File: config.mk
export PLATFORM = sky130hd
export DESIGN_NAME = hazard_unit
export DESIGN_NICKNAME = d
export VERILOG_FILES = /design/src/rtl/hazard_unit_pkg.sv /design/src/rtl/hazard_unit_forward_sel.sv /design/src/rtl/hazard_unit.sv
export SDC_FILE = /design/constraint.sdc
export NUM_CORES = 1
export LEC_CHECK = 0
export ABC_AREA = 0
export CAP_MARGIN = 20
export CORE_MARGIN = 2
export CORE_UTILIZATION = 35
export CTS_BUF_LIST = sky130_fd_sc_hd__clkbuf_4 sky130_fd_sc_hd__clkbuf_8 sky130_fd_sc_hd__clkbuf_16
export CTS_CLUSTER_SIZE = 40
export DETAILED_ROUTE_END_ITERATION = 8
export HOLD_SLACK_MARGIN = 0.15
export PLACE_DENSITY = 0.79
export REMOVE_ABC_BUFFERS = 1
export SYNTH_ARGS = -nofsm -noshare
export SYNTH_HDL_FRONTEND = slang
export SYNTH_SLANG_ARGS = --single-unit
File: constraint.sdc
create_clock -name Clk -period 2.2 [get_ports Clk]
set_input_delay 0.44 -clock Clk [delete_from_list [all_inputs] [get_ports Clk]]
set_output_delay 0.44 -clock Clk [all_outputs]
set_load 0.02 [all_outputs]
File: src/rtl/hazard_unit_pkg.sv
// Shared types and constants for the pipeline hazard controller.
package hazard_unit_pkg;

    localparam int unsigned REG_AW = 5;
    localparam int unsigned CNT_W  = 4;

    typedef logic [REG_AW-1:0] reg_addr_t;

    localparam logic [1:0] FWD_RF  = 2'b00;
    localparam logic [1:0] FWD_WB  = 2'b01;
    localparam logic [1:0] FWD_MEM = 2'b10;

    typedef enum logic {
        RUN    = 1'b0,
        MULDIV = 1'b1
    } state_t;

endpackage

File: src/rtl/hazard_unit_forward_sel.sv
// Operand forward select for one EX source register; MEM beats WB, r0 never forwards.
module forward_sel
    import hazard_unit_pkg::*;
(
    input  reg_addr_t  src_i,
    input  reg_addr_t  mem_rd_i,
    input  logic       mem_we_i,
    input  reg_addr_t  wb_rd_i,
    input  logic       wb_we_i,
    output logic [1:0] fwd_o
);

    always_comb begin
        fwd_o = FWD_RF;
        if (mem_we_i && (mem_rd_i != '0) && (mem_rd_i == src_i)) begin
            fwd_o = FWD_MEM;
        end else if (wb_we_i && (wb_rd_i != '0) && (wb_rd_i == src_i)) begin
            fwd_o = FWD_WB;
        end
    end

endmodule

File: src/rtl/hazard_unit.sv
// Forwarding selects, load-use / mul-div stalls and branch flushes for the
// five-stage core; a two-state FSM tracks the multi-cycle mul/div unit.
module hazard_unit
    import hazard_unit_pkg::*;
#(
    parameter int unsigned MULDIV_LATENCY = 4
) (
    input  logic       Clk,
    input  logic       ResetN,
    input  reg_addr_t  ID_Rs,
    input  reg_addr_t  ID_Rt,
    input  logic       ID_MulDivStart,
    input  logic       ID_ReadHiLo,
    input  reg_addr_t  EX_Rs,
    input  reg_addr_t  EX_Rt,
    input  reg_addr_t  EX_Rd,
    input  logic       EX_RegWrite,
    input  logic       EX_MemRead,
    input  logic       EX_BranchTaken,
    input  reg_addr_t  MEM_Rd,
    input  logic       MEM_RegWrite,
    input  reg_addr_t  WB_Rd,
    input  logic       WB_RegWrite,
    output logic [1:0] ForwardA,
    output logic [1:0] ForwardB,
    output logic       StallPC,
    output logic       StallIFID,
    output logic       FlushIFID,
    output logic       FlushIDEX,
    output logic       MulDivBusy
);

    state_t           state_q, state_d;
    logic [CNT_W-1:0] cnt_q, cnt_d;
    logic             load_use;
    logic             stall, flush_ifid, flush_idex;
    logic [1:0]       fwd_a, fwd_b;

    forward_sel u_fwd_a (
        .src_i    (EX_Rs),
        .mem_rd_i (MEM_Rd),
        .mem_we_i (MEM_RegWrite),
        .wb_rd_i  (WB_Rd),
        .wb_we_i  (WB_RegWrite),
        .fwd_o    (fwd_a)
    );

    forward_sel u_fwd_b (
        .src_i    (EX_Rt),
        .mem_rd_i (MEM_Rd),
        .mem_we_i (MEM_RegWrite),
        .wb_rd_i  (WB_Rd),
        .wb_we_i  (WB_RegWrite),
        .fwd_o    (fwd_b)
    );

    assign load_use = EX_MemRead && (EX_Rd != '0) &&
                      ((EX_Rd == ID_Rs) || (EX_Rd == ID_Rt));

    always_ff @(posedge Clk or negedge ResetN) begin
        if (!ResetN) begin
            state_q <= RUN;
            cnt_q   <= '0;
        end else begin
            state_q <= state_d;
            cnt_q   <= cnt_d;
        end
    end

    always_comb begin
        state_d    = state_q;
        cnt_d      = cnt_q;
        stall      = 1'b0;
        flush_ifid = 1'b0;
        flush_idex = 1'b0;
        case (state_q)
            RUN: begin
                // A taken branch squashes the ID instruction, so no issue from it.
                if (EX_BranchTaken) begin
                    flush_ifid = 1'b1;
                    flush_idex = 1'b1;
                end else if (load_use) begin
                    stall      = 1'b1;
                    flush_idex = 1'b1;
                end else if (ID_MulDivStart) begin
                    state_d = MULDIV;
                    cnt_d   = CNT_W'(MULDIV_LATENCY - 1);
                end
            end
            MULDIV: begin
                if (cnt_q == '0) begin
                    state_d = RUN;
                end else begin
                    cnt_d = cnt_q - 1'b1;
                end
                if (EX_BranchTaken) begin
                    flush_ifid = 1'b1;
                    flush_idex = 1'b1;
                end else if (ID_ReadHiLo || ID_MulDivStart || load_use) begin
                    stall      = 1'b1;
                    flush_idex = 1'b1;
                end
            end
            default: begin
                state_d = RUN;
                cnt_d   = '0;
            end
        endcase
    end

    // Combinational outputs are forced quiet while reset is held.
    assign ForwardA   = ResetN ? fwd_a : FWD_RF;
    assign ForwardB   = ResetN ? fwd_b : FWD_RF;
    assign StallPC    = ResetN & stall;
    assign StallIFID  = ResetN & stall;
    assign FlushIFID  = ResetN & flush_ifid;
    assign FlushIDEX  = ResetN & flush_idex;
    assign MulDivBusy = (state_q == MULDIV);

endmodule

==> impl_metrics.yaml <==
status:
  status: "complete, but fails checks"
  violations: "setup timing"
floorplan:
  rows: 17
  start_util_pct: 36.10
  io_pins: 53
  die-area_sq_um: 2632
  core_sq_um: 2170
  die_height_microns: 51.31
  fp.dieW_microns: 51.31
synth:
  synthDistinctLibCells: 32
  yosysWarnings: 0
  synth_top_cell_by_area: "xnor2_1"
  netlist_area_sq_um: 783.3
  syn-instance-count: 97
  syn_area_per_cell_sq_um: 8.075
  ys_seq_elements: 5
  synth_top_area_share_pct: 17.89
  yosysSeqAreaShare_pct: 15.97
  yosys-top-cells-area: "xnor2_1 (18%), dfrtp_1 (16%), xor2_1 (16%)"
worst_setup_path:
  required_ps: 1760
  rr_startpoint: "cnt_q[1]$_DFFE_PN0P_"
  path_cells: "clkdlybuf4s15_2, xor2_1, or4_1, nor4_2, buf_2"
  critPathKind: "in -> out"
  cp.arrival_ps: 1810
  crit_fanout: 3
  endpoint_kind: "output port"
  max_stage_delay_ps: 490
  cp-start-kind: "input pin"
  crit_path_top_delay_cell: "or4_1"
  critical_path.startpoint: "WB_Rd[1]"
cts:
  clkSinkCount: 5
  cts_buffers: 3
  root_buffer: "clkbuf_4"
  cts_tree: "built"
  htree_num_levels: 1
  clockBufferDepth: 2
  ctsHoldBuffers: 0
  path_clk_slew_ps: 40
  clk_latency_ps: 240
power:
  leakagePower_nw: 0.6951
  p_sw_mw: 0.3124
  power_switching_share_pct: 39.68
  ir_drop_mv: 0.3105
  power_frac_comb_pct: 63.6
  p_int_mw: 0.4749
  p_clk_share_pct: 15.0
  powerDensity_nw_per_um2: 505.4
  seqPwrFrac_pct: 21.4
  totalPowerFinal_mw: 0.7873
worst_hold_path:
  min_path_type: "in -> async"
final_layout:
  multi_input_area_sq_um: 700.7
  final_cells: 202
  finalInstanceArea_sq_um: 1558
  antenna_cells: 0
  regArea_sq_um: 125.1
  syn2layout_area_growth_pct: 98.88
  nNetsFinal: 220
  drive_gt1_share_pct: 35.06
  fill_cells: 173
grt:
  grt_antenna_before_repair: 0
  grt_max_degree: 12
  grt_pass1_vias: 998
  grt_first_pass_wirelength_mm: 4.243
  grt_usage_pct: 21.83
  gr-total-overflow: 0
timing:
  final_hold_viol_count: 0
  finalClockSkew_ps: 0.8317
  tightest_slew_ps: 383.4
  rsz0062_at_grt: "yes"
  finalCritPeriodShare_pct: 102.2
  slew_violations: 0
  relSlewSlack_pct: 74.44
  fin_ws_ps: -47.75
  setup-violations-final: 2
  period_minus_slack_ps: 2248
  fmax_ghz: 0.4449
route:
  drtAntennaViolNets: 0
  drt_iter0_markers: 4
  drtPass1Iterations: 4
  drc_errors: 0
  wl_per_cell_microns: 13.30
  via_count: 1003
  vias_per_cell: 4.965
  wl_mm: 2.687
placed_design:
  gp_congestion: 0.8266
  hpwl_mm: 2.204
  place_area_sq_um: 1466
  numPortBuffers: 51
  place_inst: 194
job:
  maxCapViolCount: 0
kinds of logic after synthesis:
family	after synthesis	share of synthesized area, %
AO/OA/AOI/OAI	20	16.93
XOR/XNOR	30	33.55
adder cells (fa/ha/maj)	1	1.597
buffers and inverters	4	2.556
flip-flops	5	15.97
multiplexers	1	1.278
AND/OR/NAND/NOR	36	28.11
timing repair:
action | in CTS | in global routing
endpoints found under the hold margin | 0 | 0
setup buffers | 1 | 3
resized for setup | 104 | 21
endpoints found under the setup margin | 8 | 7
pin swaps | 13 | 14
critical path, delay by kind of cell:
| family | cells | cell delay (ps) |
|---|---|---|
| xor+xnor | 1 | 170 |
| buf+inv | 2 | 430 |
| simple gates | 2 | 780 |
registers in the layout, summed over array words and instances, names as in the netlist:
| signal | cells |
|---|---|
| MulDivBusy | 1 |
| cnt_q | 4 |
routing by layer:
metal | routed length (microns) | vias to the layer above | track usage (%)
met5 | 0 | - | 0
met1 | 912 | 444 | 20.65
met4 | 28 | 0 | 6.579
met3 | 226 | 5 | 3.509
li1 | - | 504 | -
met2 | 1519 | 50 | 46.32
area by class of cell:
class | count | area share, %
Clock buffer | 4 | 1.928
Inverter | 2 | 0.4819
Multi-Input combinational cell | 88 | 44.98
Sequential cell | 5 | 8.032
Tap cell | 28 | 2.249
Timing Repair Buffer | 75 | 42.33
power groups by stage:
stage | logic [mW] | clock network, mW | registers [mW]
global route | 0.557 | 0.121 | 0.173
CTS | 0.487 | 0.118 | 0.168
detailed placement | 0.492 | 0 | 0.169
global placement | 0.475 | 0 | 0.166
finish | 0.501 | 0.118 | 0.169
floorplan | 0.245 | 0 | 0.184
worst paths after layout:
check / endpoint / slack, ps / cells after the start
worst min register to register: cnt_q[1]$_DFFE_PN0P_ / 640 / 2
min in group Clk: cnt_q[1]$_DFFE_PN0P_ / 640 / 2
worst max register to register: cnt_q[1]$_DFFE_PN0P_ / 410 / 6
max in group asynchronous: cnt_q[1]$_DFFE_PN0P_ / 1800 / 2
worst max-delay path: ForwardB[0] / -50 / 5
worst min-delay path: MulDivBusy$_DFF_PN0_ / 270 / 2
through the flow:
stage | setup TNS, ps | setup WS (ps) | utilization (%) | hold WS [ps]
floorplan | -60.68 | -30.34 | - | 144.4
global placement | -4786 | -759.0 | 67.59 | 601.2
detailed placement | -5000 | -809.9 | 67.59 | 634.2
CTS | -61.75 | -54.02 | 69.26 | 272.8
global route | -206.6 | -111.6 | 71.80 | 295.4
finish | -80.57 | -47.75 | 71.80 | 268.5
cell usage after synthesis, drive strengths merged:
cell type	count
and4b	1
xor2	14
o22ai	1
inv	2
mux2i	1
o2bb2ai	2
buf	2
ha	1
nor2b	1
o21a	2
nor3	1
nor2	5
o22a	1
o31ai	1
and2	4
o211ai	1
or3b	1
nor4	4
dfrtp	5
nand2	6
nor4b	1
o21ai	5
xnor2	16
nor3b	1
a21oi	6
or4	5
nand3	6
a21o	1
placed cells by master, fill, tap and decap left out, types with 3 or more instances in the layout:
cell type	netlist	layout
a21oi_1	6	6
buf_2	1	5
buf_4	1	25
buf_6	0	7
clkbuf_2	0	4
clkbuf_4	0	4
clkdlybuf4s15_1	0	4
clkdlybuf4s15_2	0	3
clkdlybuf4s50_1	0	15
dfrtp_1	5	5
dlygate4sd2_1	0	7
dlymetal6s2s_1	0	5
nand2_1	6	6
nand3_1	6	6
nor2_1	5	5
o21ai_2	2	3
or4_1	5	3
xnor2_1	16	16
xor2_1	14	13
Power figures use the tool's default switching activity.
